--- src/rtl/shift_sub_divider.sv ---
// shift_sub_divider: sequential restoring (shift-subtract) unsigned divider.
// The divider accepts a dividend/divisor pair on a valid/acknowledge handshake.
// It produces one quotient bit per clock.
// It holds the quotient and remainder with oDone asserted until iAck arrives.
module shift_sub_divider #(
    parameter int WIDTH = 32
) (
    input  logic             Clock,
    input  logic             Reset,
    input  logic             iValid_Data,
    input  logic             iAck,
    input  logic [WIDTH-1:0] iData_A,
    input  logic [WIDTH-1:0] iData_B,
    output logic [WIDTH-1:0] oQuotient,
    output logic [WIDTH-1:0] oRemainder,
    output logic             oDone,
    output logic             oBusy,
    output logic             oDivZero
);

    localparam int CW = $clog2(WIDTH + 1);

    typedef enum logic [1:0] {
        IDLE,
        CALC,
        DONE
    } state_t;

    state_t           state_q;
    logic [WIDTH-1:0] dvd_q;
    logic [WIDTH-1:0] dvs_q;
    logic [WIDTH-1:0] quo_q;
    logic [WIDTH-1:0] rem_q;
    logic [CW-1:0]    cnt_q;
    logic             dz_q;

    logic [WIDTH:0]   rem_t;
    logic [WIDTH:0]   rem_sub;
    logic             qbit;
    logic [WIDTH-1:0] rem_d;
    logic [WIDTH-1:0] quo_d;
    logic             last_iter;

    // One restoring step; the compare is WIDTH+1 bits wide so large divisors cannot overflow it.
    always_comb begin
        rem_t     = {rem_q, dvd_q[WIDTH-1]};
        rem_sub   = rem_t - {1'b0, dvs_q};
        qbit      = (rem_t >= {1'b0, dvs_q});
        rem_d     = qbit ? rem_sub[WIDTH-1:0] : rem_t[WIDTH-1:0];
        quo_d     = {quo_q[WIDTH-2:0], qbit};
        last_iter = (cnt_q == CW'(WIDTH - 1));
    end

    // Control FSM, datapath registers and registered handshake/result outputs.
    always_ff @(posedge Clock) begin
        if (Reset) begin
            state_q    <= IDLE;
            dvd_q      <= '0;
            dvs_q      <= '0;
            quo_q      <= '0;
            rem_q      <= '0;
            cnt_q      <= '0;
            dz_q       <= 1'b0;
            oQuotient  <= '0;
            oRemainder <= '0;
            oDone      <= 1'b0;
            oBusy      <= 1'b0;
            oDivZero   <= 1'b0;
        end else begin
            case (state_q)
                IDLE: begin
                    oDone <= 1'b0;
                    oBusy <= 1'b0;
                    if (iValid_Data) begin
                        dvd_q   <= iData_A;
                        dvs_q   <= iData_B;
                        rem_q   <= '0;
                        quo_q   <= '0;
                        cnt_q   <= '0;
                        dz_q    <= (iData_B == '0);
                        oBusy   <= 1'b1;
                        state_q <= CALC;
                    end
                end
                CALC: begin
                    // A zero divisor spends exactly one CALC cycle, giving the one-edge divide-by-zero latency.
                    if (dz_q) begin
                        oQuotient  <= '1;
                        oRemainder <= dvd_q;
                        oDivZero   <= 1'b1;
                        oDone      <= 1'b1;
                        state_q    <= DONE;
                    end else begin
                        rem_q <= rem_d;
                        quo_q <= quo_d;
                        dvd_q <= {dvd_q[WIDTH-2:0], 1'b0};
                        cnt_q <= cnt_q + 1'b1;
                        if (last_iter) begin
                            oQuotient  <= quo_d;
                            oRemainder <= rem_d;
                            oDivZero   <= 1'b0;
                            oDone      <= 1'b1;
                            state_q    <= DONE;
                        end
                    end
                end
                DONE: begin
                    if (iAck) begin
                        oDone   <= 1'b0;
                        oBusy   <= 1'b0;
                        state_q <= IDLE;
                    end
                end
                default: begin
                    state_q <= IDLE;
                end
            endcase
        end
    end

endmodule
--- config.mk ---
export PLATFORM = sky130hd
export DESIGN_NAME = shift_sub_divider
export DESIGN_NICKNAME = d
export VERILOG_FILES = /design/src/rtl/shift_sub_divider.sv
export SDC_FILE = /design/constraint.sdc
export NUM_CORES = 1
export LEC_CHECK = 0
export CORE_MARGIN = 1
export CORE_UTILIZATION = 40
export CTS_CLUSTER_DIAMETER = 60
export DETAILED_ROUTE_END_ITERATION = 10
export PLACE_DENSITY_LB_ADDON = 0.25
export SLEW_MARGIN = 15
export SYNTH_ARGS = -nofsm -noshare
export SYNTH_HDL_FRONTEND = slang
export SYNTH_SLANG_ARGS = --single-unit
--- constraint.sdc ---
create_clock -name Clock -period 2.8 [get_ports Clock]
set_clock_uncertainty 0.05 [all_clocks]
set_input_delay 0.56 -clock Clock [delete_from_list [all_inputs] [get_ports Clock]]
set_output_delay 0.56 -clock Clock [all_outputs]
set_load 0.05 [all_outputs]
==> reports/results.md <==
| Quantity | Reported |
|---|---|
| Status | finished, violations left |
| Failing checks | negative setup slack |
| Clock tree from TritonCTS | done |
| CP Max Fanout | 6 |
| Number of cells traversed by the worst hold path | 2 |
| Total Routing Usage GR | 0.251 |
| Number of cell rows | 57 |
| X dimension of the die | 161 um |
| Portion of the clock cycle consumed by the worst path in the final layout | 1.00 |
| Top library cells by usage in the layout, fill and taps aside | sky130_fd_sc_hd__dfxtp_1, sky130_fd_sc_hd__nand2_1, sky130_fd_sc_hd__clkdlybuf4s50_1 |
| Placed inst area | 12300 um2 |
| Cell taking the most area after synthesis | sky130_fd_sc_hd__dfxtp_1 |
| Proportion of power drawn by flip-flops and latches | 0.195 |
| Post-route DRC | 0 |
| Routed length on met2 | 15200 um |
| Transition time at the pin with the least slew margin | 853 ps |
| Synth-to-Final Area Change | 36.3% |
| Die Area | 25900 um2 |
| Proportion of synthesized chip area in sequential cells | 0.402 |
| Setup slack at placement | -140 ps |
| Number of buffers and inverters on the critical path | 4 |
| Origin of the worst setup path | dvs_q[1] |
| Number of flops mapped to enable cells by yosys | 0 |
| Post-detailed-route via-to-cell ratio | 5.77 |
| Number of clock buffers inserted by TritonCTS | 24 |
| Post-route cell area | 13800 um2 |
| Depth of the CTS H-tree | 1 |
| Fraction of synthesized cell area taken by the top area cell type | 0.402 |
| Initial Util | 0.412 |
| CP endpoint kind | register |
| Clock Sinks | 203 |
| Leak Pwr | 5.16 nW |
| Setup-violating endpoint count in the final report | 1 |
| Non-filler cells in the finished layout | 1761 |
| Initial DRT Pass Iterations | 6 |
| Async SR Flop Fraction | 0 |
| Number of placed I/O pins | 135 |
| Normalized max-slew margin | 0.431 |
| Area of the core | 24500 um2 |
| Number of buffers inserted for hold repair after clock tree synthesis | 0 |
| Latest clock arrival within the worst-skew pair | 530 ps |
| Combinational share of power | 0.641 |
| Number of antenna diodes | 0 |
| Reg-to-reg critical path startpoint | dvs_q[1] |
| Post-layout min period | 2800 ps |
| Root buffer cell | sky130_fd_sc_hd__clkbuf_16 |
| Grt ovf | 0 |
| Critical path, cell by cell | inv_4 > ha_4 > buf_4 > nand4_1 > nor4b_4 > a221oi_4 > o21a_4 > and2_4 > a21boi_4 > buf_6 > buf_12 > mux2_4 > a211oi_2 |
| Mapped Cells | 1245 |
| Yosys reg bits | 203 |
| Half-perimeter wire length after detailed placement | 24300 um |
| Net switching component of the power | 7.49 mW |
| Terminus of the critical flop-to-flop path | oRemainder[25] |
| Worst Hold Launch | Reset |
| Power share of the clock group | 0.164 |
| Max cap viols | 0 |
| Yosys synthesis warning count | 0 |
| Largest net degree at the start of global routing | 86 |
| Drt first-iter violations | 917 |
| Count of pins over their slew limit | 0 |
| Post-Synthesis Net Count | 1347 |
| Setup repair after global routing missed its margin | true |
| Power per unit of standard cell area | 1290 nW/um2 |
| GPL Wtd Cong | 0.975 |
| Worst hold slack | 389 ps |
| Setup slack of the critical path after layout | -4.62 ps |
| Syn Std Cell Area | 10100 um2 |
| Area contributors post-synth | sky130_fd_sc_hd__dfxtp_1, sky130_fd_sc_hd__nand2_1, sky130_fd_sc_hd__a21oi_1, sky130_fd_sc_hd__nor2_1, sky130_fd_sc_hd__ha_1 |
| Detailed-route wire length per cell | 19.2 um |
| Hold Crit Endpoint | oDivZero |
| Worst Setup Path Type | register to register |
| Internal portion of total power | 10.4 mW |
| Worst r2r path cells | 13 |
| Number of global-route vias before repair | 9567 |
| Vertical die dimension | 161 um |
| Post-synthesis cell type count | 82 |
| CP startpoint kind | register |
| Share of post-route cells with drive strength above 1 | 0.193 |
| Switching share of total power | 0.420 |
| Most common library cell in the layout ignoring fill and taps | sky130_fd_sc_hd__dfxtp_1 |
| Setup TNS | -4.62 ps |
| Top layer in use | met5 |
| Highest cell delay on the worst timing path | 400 ps |
| Hold violation total from the final report | 0 |
| Fmax | 0.357 GHz |
| Via count | 10200 |
| Hold WC Path Type | primary input to register |
| Met3 routed wirelength | 2500 um |
| Count of buffers inserted at the top-level ports | 134 |
| WL final | 33800 um |
| Cell with the biggest individual delay on the critical path | sky130_fd_sc_hd__nor4b_4 |
| Met1 wire length | 14600 um |
| Antenna violations before repair | 1 |
| Worst IR Drop VDD | 1.01 mV |
| Flop-to-flop setup slack | -5 ps |
| ANT nets after route | 0 |
| DP Cell Count | 1711 |
| First-pass GRT wire length | 51800 um |
| End-of-flow core utilization | 0.562 |
| Arrival time of data at the critical path endpoint | 3200 ps |
| Synthesized area per cell | 8.12 um2 |
| WP data required | 3200 ps |
| Maximum buffer depth of the clock tree | 3 |
| Final total power | 17.8 mW |
| Clock-pin slew of the registers on the worst-case setup and hold paths | 60 ps |
| Most used flip-flop cell after synthesis | sky130_fd_sc_hd__dfxtp_1 |
| Final nets | 1526 |
| Top Family by Delay on Critical Path | simple AND/OR/NAND/NOR gates |
## sequential cells by signal, indices dropped and copies added, names as in the netlist, 2 cells and up
| register | count |
|---|---|
| rem_q | 32 |
| cnt_q | 6 |
| quo_q | 31 |
| state_q | 2 |
| oQuotient | 32 |
| oRemainder | 32 |
| dvs_q | 32 |
| dvd_q | 32 |
## area by class of cell
| cell class | instances | area, um2 |
|---|---|---|
| multi-input combinational | 905 | 6100 |
| sequential | 203 | 4090 |
| clock buffer | 33 | 674 |
| timing repair buffer | 249 | 2290 |
| tap | 324 | 405 |
| clock inverter | 6 | 60.1 |
| inverter | 41 | 156 |
| fill | 2266 | 10800 |
## how the worst max path moves through the flow
stage          depth (start not counted)        endpoint
6_report                              13  oRemainder[25]
5_1_grt                               13  oRemainder[25]
4_1_cts                               12       rem_q[28]
3_5_place_dp                          12       rem_q[28]
3_3_place_gp                          12       rem_q[28]
2_1_floorplan                         12       rem_q[28]
## cells in the mapped netlist (all sizes together), types with 7 or more instances
cell,count
o21ai,64
nor2,123
or3,10
o22ai,49
a21o,11
nand3,19
clkbuf,74
nor4,11
a311oi,27
xor2,11
nand4,15
xnor2,16
ha,33
inv,41
o21a,9
a211oi,10
dfxtp,203
nor3,15
a32oi,7
buf,22
o211ai,12
a21oi,116
nand2,187
a22oi,41
mux2i,19
and3,25
## power groups by stage
stage	sequential, mW	combinational (mW)	clock (mW)
floorplan	3.33	5.71	0
global placement	3.44	8.67	0
detailed placement	3.45	8.72	0
CTS	3.40	9.26	2.98
global route	3.48	12.1	3.08
finish	3.47	11.4	2.92
## layer usage
layer	global-route usage	vias to the layer above
li1	-	4848
met2	0.386	377
met4	0.122	2
met3	0.0470	77
met1	0.336	4851
met5	0	-
## worst reg2reg max path, delay by kind of cell (launching register included)
family / cells / cell delay, ps
compound gates: 4 / 620
fa+ha+maj: 1 / 260
buf+inv: 4 / 420
flops: 1 / 350
mux: 1 / 310
simple gates: 3 / 720
## what timing repair did
item / in CTS / in global routing
pin swaps: 11 / 30
setup buffers: 1 / 8
gates cloned: 0 / 2
resized for setup: 27 / 115
setup endpoints to repair: 39 / 61
## cells by family after synthesis
group                      after synthesis  share of synthesized area
and+or+nand+nor                        435                      0.197
AOI/OAI and AO/OA                      387                      0.253
DFF                                    203                      0.402
buffers and inverters                  137                     0.0588
adders and majority gates               34                     0.0428
xor gates and xnor gates                27                     0.0234
muxes                                   22                     0.0229
(Power assumes the default switching activity.)
